[config.mk]
export PLATFORM = sky130hd
export DESIGN_NAME = andrewm_uart_to_parallel
export DESIGN_NICKNAME = d
export VERILOG_FILES = /design/src/rtl/andrewm_uart_to_parallel_pkg.sv /design/src/rtl/andrewm_sync2.sv /design/src/rtl/andrewm_uart_to_parallel.sv
export SDC_FILE = /design/constraint.sdc
export NUM_CORES = 1
export LEC_CHECK = 0
export ABC_AREA = 1
export CAP_MARGIN = 20
export CORE_ASPECT_RATIO = 0.5
export CORE_MARGIN = 4
export CORE_UTILIZATION = 62
export DETAILED_ROUTE_END_ITERATION = 8
export PLACE_DENSITY = 0.89
export SETUP_SLACK_MARGIN = 0.02
export SYNTH_ARGS = -nofsm -noshare
export SYNTH_HDL_FRONTEND = slang
export SYNTH_SLANG_ARGS = --single-unit
[constraint.sdc]
create_clock -name clk -period 2.2 [get_ports clk]
set_input_delay 0.33 -clock clk [delete_from_list [all_inputs] [get_ports clk]]
set_output_delay 0.33 -clock clk [all_outputs]
set_load 0.005 [all_outputs]
[src/rtl/andrewm_uart_to_parallel_pkg.sv]
// Shared definitions for the UART receiver (and its transmitter partner):
// FSM state encoding, default baud divisor and 8N1 frame constants.
package andrewm_uart_to_parallel_pkg;

    // Same default divisor as the parallel-to-UART transmitter's baud counter.
    localparam int unsigned CLKS_PER_BIT_DEFAULT = 256;

    // 8N1 frame: eight data bits, LSB first, one stop bit at line-idle level.
    localparam int unsigned DATA_BITS  = 8;
    localparam logic        STOP_LEVEL = 1'b1;

    typedef enum logic [2:0] {
        ST_WAIT_IDLE = 3'd0,
        ST_IDLE      = 3'd1,
        ST_START     = 3'd2,
        ST_DATA      = 3'd3,
        ST_STOP      = 3'd4
    } state_e;

endpackage

[src/rtl/andrewm_sync2.sv]
// Two-flop synchronizer for the asynchronous rx line.
// Ports: clk, reset (sync, active-high), d_i (async input), q_o (synchronized).
// Both stages reset to 1 so the line reads as idle while in reset.
module andrewm_sync2 (
    input  logic clk,
    input  logic reset,
    input  logic d_i,
    output logic q_o
);

    logic [1:0] sync_q;

    always_ff @(posedge clk) begin
        if (reset) begin
            sync_q <= 2'b11;
        end else begin
            sync_q <= {sync_q[0], d_i};
        end
    end

    assign q_o = sync_q[1];

endmodule

[src/rtl/andrewm_uart_to_parallel.sv]
// UART 8N1 receiver: deserialises frames from rx into a held byte that is
// read out as two nibbles, with valid/ack handshake and error flags.
// Ports: clk, reset (sync, active-high), rx (async serial, idle high),
//        nibble_sel (0 = low nibble, 1 = high nibble), ack (byte consumed),
//        nibble (selected nibble, combinational), valid (unread byte held),
//        frame_err (last frame had a bad stop bit), overrun (sticky),
//        busy (receiver not idle).
module andrewm_uart_to_parallel
    import andrewm_uart_to_parallel_pkg::*;
#(
    parameter int unsigned CLKS_PER_BIT = CLKS_PER_BIT_DEFAULT,
    parameter int unsigned HALF_BIT     = CLKS_PER_BIT / 2
) (
    input  logic       clk,
    input  logic       reset,
    input  logic       rx,
    input  logic       nibble_sel,
    input  logic       ack,
    output logic [3:0] nibble,
    output logic       valid,
    output logic       frame_err,
    output logic       overrun,
    output logic       busy
);

    localparam int unsigned CNT_W = $clog2(CLKS_PER_BIT);
    localparam int unsigned BIT_W = $clog2(DATA_BITS);

    logic                 rx_s;
    state_e               state_q,   state_d;
    logic [CNT_W-1:0]     clk_cnt_q, clk_cnt_d;
    logic [BIT_W-1:0]     bit_cnt_q, bit_cnt_d;
    logic [DATA_BITS-1:0] shift_q,   shift_d;
    logic [DATA_BITS-1:0] data_q,    data_d;
    logic                 valid_q,   valid_d;
    logic                 ferr_q,    ferr_d;
    logic                 ovr_q,     ovr_d;
    logic [1:0]           fill_q,    fill_d;

    andrewm_sync2 u_sync (
        .clk   (clk),
        .reset (reset),
        .d_i   (rx),
        .q_o   (rx_s)
    );

    // State and datapath registers.
    always_ff @(posedge clk) begin
        if (reset) begin
            state_q   <= ST_WAIT_IDLE;
            clk_cnt_q <= '0;
            bit_cnt_q <= '0;
            shift_q   <= '0;
            data_q    <= '0;
            valid_q   <= 1'b0;
            ferr_q    <= 1'b0;
            ovr_q     <= 1'b0;
            fill_q    <= '0;
        end else begin
            state_q   <= state_d;
            clk_cnt_q <= clk_cnt_d;
            bit_cnt_q <= bit_cnt_d;
            shift_q   <= shift_d;
            data_q    <= data_d;
            valid_q   <= valid_d;
            ferr_q    <= ferr_d;
            ovr_q     <= ovr_d;
            fill_q    <= fill_d;
        end
    end

    // Next-state, bit timing, sampling and handshake flags.
    always_comb begin
        state_d   = state_q;
        clk_cnt_d = clk_cnt_q;
        bit_cnt_d = bit_cnt_q;
        shift_d   = shift_q;
        data_d    = data_q;
        valid_d   = valid_q;
        ferr_d    = ferr_q;
        ovr_d     = ovr_q;
        // Tracks synchronizer fill after reset: its reset value of 1 is not a
        // real observation of the line, so it must not release WAIT_IDLE.
        fill_d    = {fill_q[0], 1'b1};

        if (ack && valid_q) begin
            valid_d = 1'b0;
        end

        case (state_q)
            ST_WAIT_IDLE: begin
                if (fill_q[1] && rx_s) begin
                    state_d = ST_IDLE;
                end
            end
            ST_IDLE: begin
                if (!rx_s) begin
                    clk_cnt_d = '0;
                    bit_cnt_d = '0;
                    state_d   = ST_START;
                end
            end
            ST_START: begin
                if (clk_cnt_q == CNT_W'(HALF_BIT - 1)) begin
                    clk_cnt_d = '0;
                    bit_cnt_d = '0;
                    // A line already back high at mid start bit was a glitch.
                    state_d   = rx_s ? ST_IDLE : ST_DATA;
                end else begin
                    clk_cnt_d = clk_cnt_q + CNT_W'(1);
                end
            end
            ST_DATA: begin
                if (clk_cnt_q == CNT_W'(CLKS_PER_BIT - 1)) begin
                    clk_cnt_d          = '0;
                    shift_d[bit_cnt_q] = rx_s;
                    bit_cnt_d          = bit_cnt_q + BIT_W'(1);
                    if (bit_cnt_q == BIT_W'(DATA_BITS - 1)) begin
                        state_d = ST_STOP;
                    end
                end else begin
                    clk_cnt_d = clk_cnt_q + CNT_W'(1);
                end
            end
            ST_STOP: begin
                if (clk_cnt_q == CNT_W'(CLKS_PER_BIT - 1)) begin
                    clk_cnt_d = '0;
                    if (rx_s == STOP_LEVEL) begin
                        // A same-cycle ack frees the slot, so the new byte is not an overrun.
                        if (valid_q && !ack) begin
                            ovr_d = 1'b1;
                        end
                        data_d  = shift_q;
                        valid_d = 1'b1;
                        ferr_d  = 1'b0;
                        state_d = ST_IDLE;
                    end else begin
                        ferr_d  = 1'b1;
                        state_d = ST_WAIT_IDLE;
                    end
                end else begin
                    clk_cnt_d = clk_cnt_q + CNT_W'(1);
                end
            end
            default: begin
                state_d = ST_WAIT_IDLE;
            end
        endcase
    end

    assign nibble    = nibble_sel ? data_q[7:4] : data_q[3:0];
    assign valid     = valid_q;
    assign frame_err = ferr_q;
    assign overrun   = ovr_q;
    assign busy      = (state_q != ST_IDLE);

endmodule

==> flow_summary.json <==
{
  "status": "complete, no violations",
  "synthTopCellsByArea": "dfxtp_1 (40%), nand2_1 (12%), nor2_1 (6.9%)",
  "ys_async_sr_fraction_pct": 0,
  "grt_use_total_pct": 21.7,
  "worst-slew-pin-transition_ns": 0.485,
  "drt_pass1_iterations": 5,
  "comb_power_share_pct": 41.0,
  "core_sq_um": 2720,
  "drtIter0Drc": 79,
  "p_clk_share_pct": 21.3,
  "fin_crit_ns": 1.97,
  "leakage_nw": 0.879,
  "vias_per_cell": 5.36,
  "final.setup.tns_ns": 0,
  "finClkSkew_ns": 0.00274,
  "portBuffers": 12,
  "critical_path_class": "input port to output pin",
  "start_util_pct": 67.8,
  "cts_tree": "yes",
  "final_nets": 285,
  "clkSlewWorstSetupHoldPaths_ns": 0.07,
  "required_ns": 1.87,
  "overflow": 0,
  "crit_start": "nibble_sel",
  "drv_slew": 0,
  "synth_nets": 269,
  "reg2reg_depth": 9,
  "synth_seq_cells": 37,
  "endpoint": "nibble[1]",
  "r2r_slack_ns": 0.54,
  "synth_top_cell_area_share_pct": 40.2,
  "syn_inst": 261,
  "antenna_found_initial": 0,
  "critPathArrivalTime_ns": 1.64,
  "wl_per_cell_um": 11.9,
  "endpoint_kind": "output pin",
  "drive_gt1_share_pct": 14.1,
  "grt_pass1_wl_um": 6580,
  "cp-start-kind": "input port",
  "crit_fanout": 8,
  "p_seq_share_pct": 37.7,
  "switching_share_pct": 41.9,
  "synth_most_common_cell": "nand2_1",
  "grt_max_degree": 20,
  "die_h_um": 46.5,
  "synth-edff-count": 0,
  "synth_common_cells": "nand2_1 (57), dfxtp_1 (37), nor2_1 (34)",
  "cts.htree.levels": 2,
  "switchingPower_mw": 0.946,
  "die_w_um": 85.1,
  "area_growth_pct": 13.2,
  "drc": 0,
  "final_hold_viol_count": 0,
  "synthesis.area_sq_um": 1840,
  "drt_wl_total_um": 3720,
  "internal-power_mw": 1.31,
  "insertion_delay_ns": 0.29,
  "ys_seq_area_share_pct": 40.2,
  "synth-main-ff-cell": "dfxtp_1",
  "syn_avg_cell_area_sq_um": 7.06,
  "clockRootBuffer": "clkbuf_8",
  "setup_viol": 0,
  "place_congestion": 0.845,
  "first_global_vias": 1559,
  "grt_setup_unrepaired": "no",
  "dpl.hpwl_um": 2700,
  "synth_cell_types": 31,
  "cts_inserted_buffers": 5,
  "slew_headroom_pct": 67.6,
  "postRouteAntennaNets": 0,
  "cts_resized": 0,
  "clkSinkCount": 37,
  "reg2reg_to": "data_q[4]$_SDFFE_PP0P_",
  "powerDensity_nw_per_um2": 1080,
  "cts_max_path_buffers": 2,
  "drv_cap": 0,
  "min-delay-path-class": "flip-flop to flip-flop",
  "dieArea_sq_um": 3960,
  "cts_hold_buf": 0,
  "max_freq_ghz": 0.506,
  "post_cts_buffers": 0,
  "antenna_cells": 0,
  "pre_cts_slack_ns": 0.226,
  "vias": 1684,
  "timing.rr.start": "clk_cnt_q[0]$_SDFFE_PP0P_",
  "peakVddDrop_v": 0.000551,
  "period_share_pct": 89.8,
  "post-synth-top-area-cell": "dfxtp_1",
  "io_pins": 13,
  "synth_warnings": 0,
  "rows": 13,
  "fin_ws_ns": 0.225
}
worst min path at each step:
stage,start,endpoint,slack (ns),depth (start not counted)
6_report,fill_q[0]$_DFF_P_,fill_q[1]$_SDFF_PP0_,0.41,2
5_1_grt,fill_q[0]$_DFF_P_,fill_q[1]$_SDFF_PP0_,0.42,2
4_1_cts,fill_q[0]$_DFF_P_,fill_q[1]$_SDFF_PP0_,0.41,2
3_5_place_dp,fill_q[0]$_DFF_P_,fill_q[1]$_SDFF_PP0_,0.40,2
3_3_place_gp,fill_q[0]$_DFF_P_,fill_q[1]$_SDFF_PP0_,0.39,2
2_1_floorplan,fill_q[0]$_DFF_P_,fill_q[1]$_SDFF_PP0_,0.39,2
power groups by stage:
stage | Combinational [mW] | Sequential [mW] | Clock [mW]
floorplan | 0.793 | 0.811 | 0
finish | 0.926 | 0.851 | 0.480
global route | 1.06 | 0.861 | 0.518
detailed placement | 0.922 | 0.863 | 0
global placement | 0.882 | 0.859 | 0
CTS | 0.924 | 0.848 | 0.485
routing by layer:
layer	GRT usage (%)	routed length [um]	vias to the layer above
met5	0	0	-
met4	10.7	104	0
met3	6.61	216	14
met2	37.3	1680	47
met1	25.3	1720	762
li1	-	-	861
placed cells by master, fill, tap and decap left out, types with 3 or more instances in the layout:
cell type and instances:
nand2_1 57, dfxtp_1 37, nor2_1 34, inv_1 29
a21oi_1 20, o21ai_0 16, nand3_1 15, clkdlybuf4s50_1 12
nand2_2 8, clkbuf_8 6, inv_2 5, nand4_1 5
nor2_2 4, nor3_1 3, ha_1 3, buf_4 3
cells by family (layout without fill, tap and decap cells):
| family | count (synthesis) | after routing | share of synthesized area [%] |
|---|---|---|---|
| flops | 37 | 37 | 40.2 |
| compound gates | 39 | 39 | 10.7 |
| simple gates | 138 | 138 | 36.5 |
| xor+xnor | 2 | 2 | 0.951 |
| fa+ha+maj | 3 | 3 | 2.04 |
| buf+inv | 42 | 58 | 9.58 |
critical path, stage by stage:
cell and delay (ns):
clkdlybuf4s50_1 0.62, nand2_1 0.09, o21ai_0 0.08, clkdlybuf4s50_1 0.53
registers in the layout, summed over array words and instances (netlist names):
| register | flops |
|---|---|
| bit_cnt_q | 3 |
| fill_q | 2 |
| valid | 1 |
| data_q | 8 |
| overrun | 1 |
| state_q | 3 |
| shift_q | 8 |
| clk_cnt_q | 8 |
| u_sync.sync_q | 2 |
| frame_err | 1 |
cell type report:
type                    count  area [sq um]
inverters                  36           140
multi-input cells         182           925
fillers                   182           632
clock inverters             1          7.51
well taps                  37          46.3
flip-flops and latches     37           741
repair buffers             15           143
clock buffers               6          82.6
stage by stage:
step	total power, mW	instance area (sq um)	hold WS (ns)	utilization, %	std cells
3_3_place_gp	1.74	1990	0.390	73.4	307
4_1_cts	2.26	2080	0.410	76.7	314
2_1_floorplan	1.60	1840	0.388	-	261
5_1_grt	2.44	2080	0.424	76.7	314
6_report	2.26	2080	0.406	76.7	314
3_5_place_dp	1.79	1990	0.399	73.4	307
Note: power is estimated with default switching activity, not from simulation.
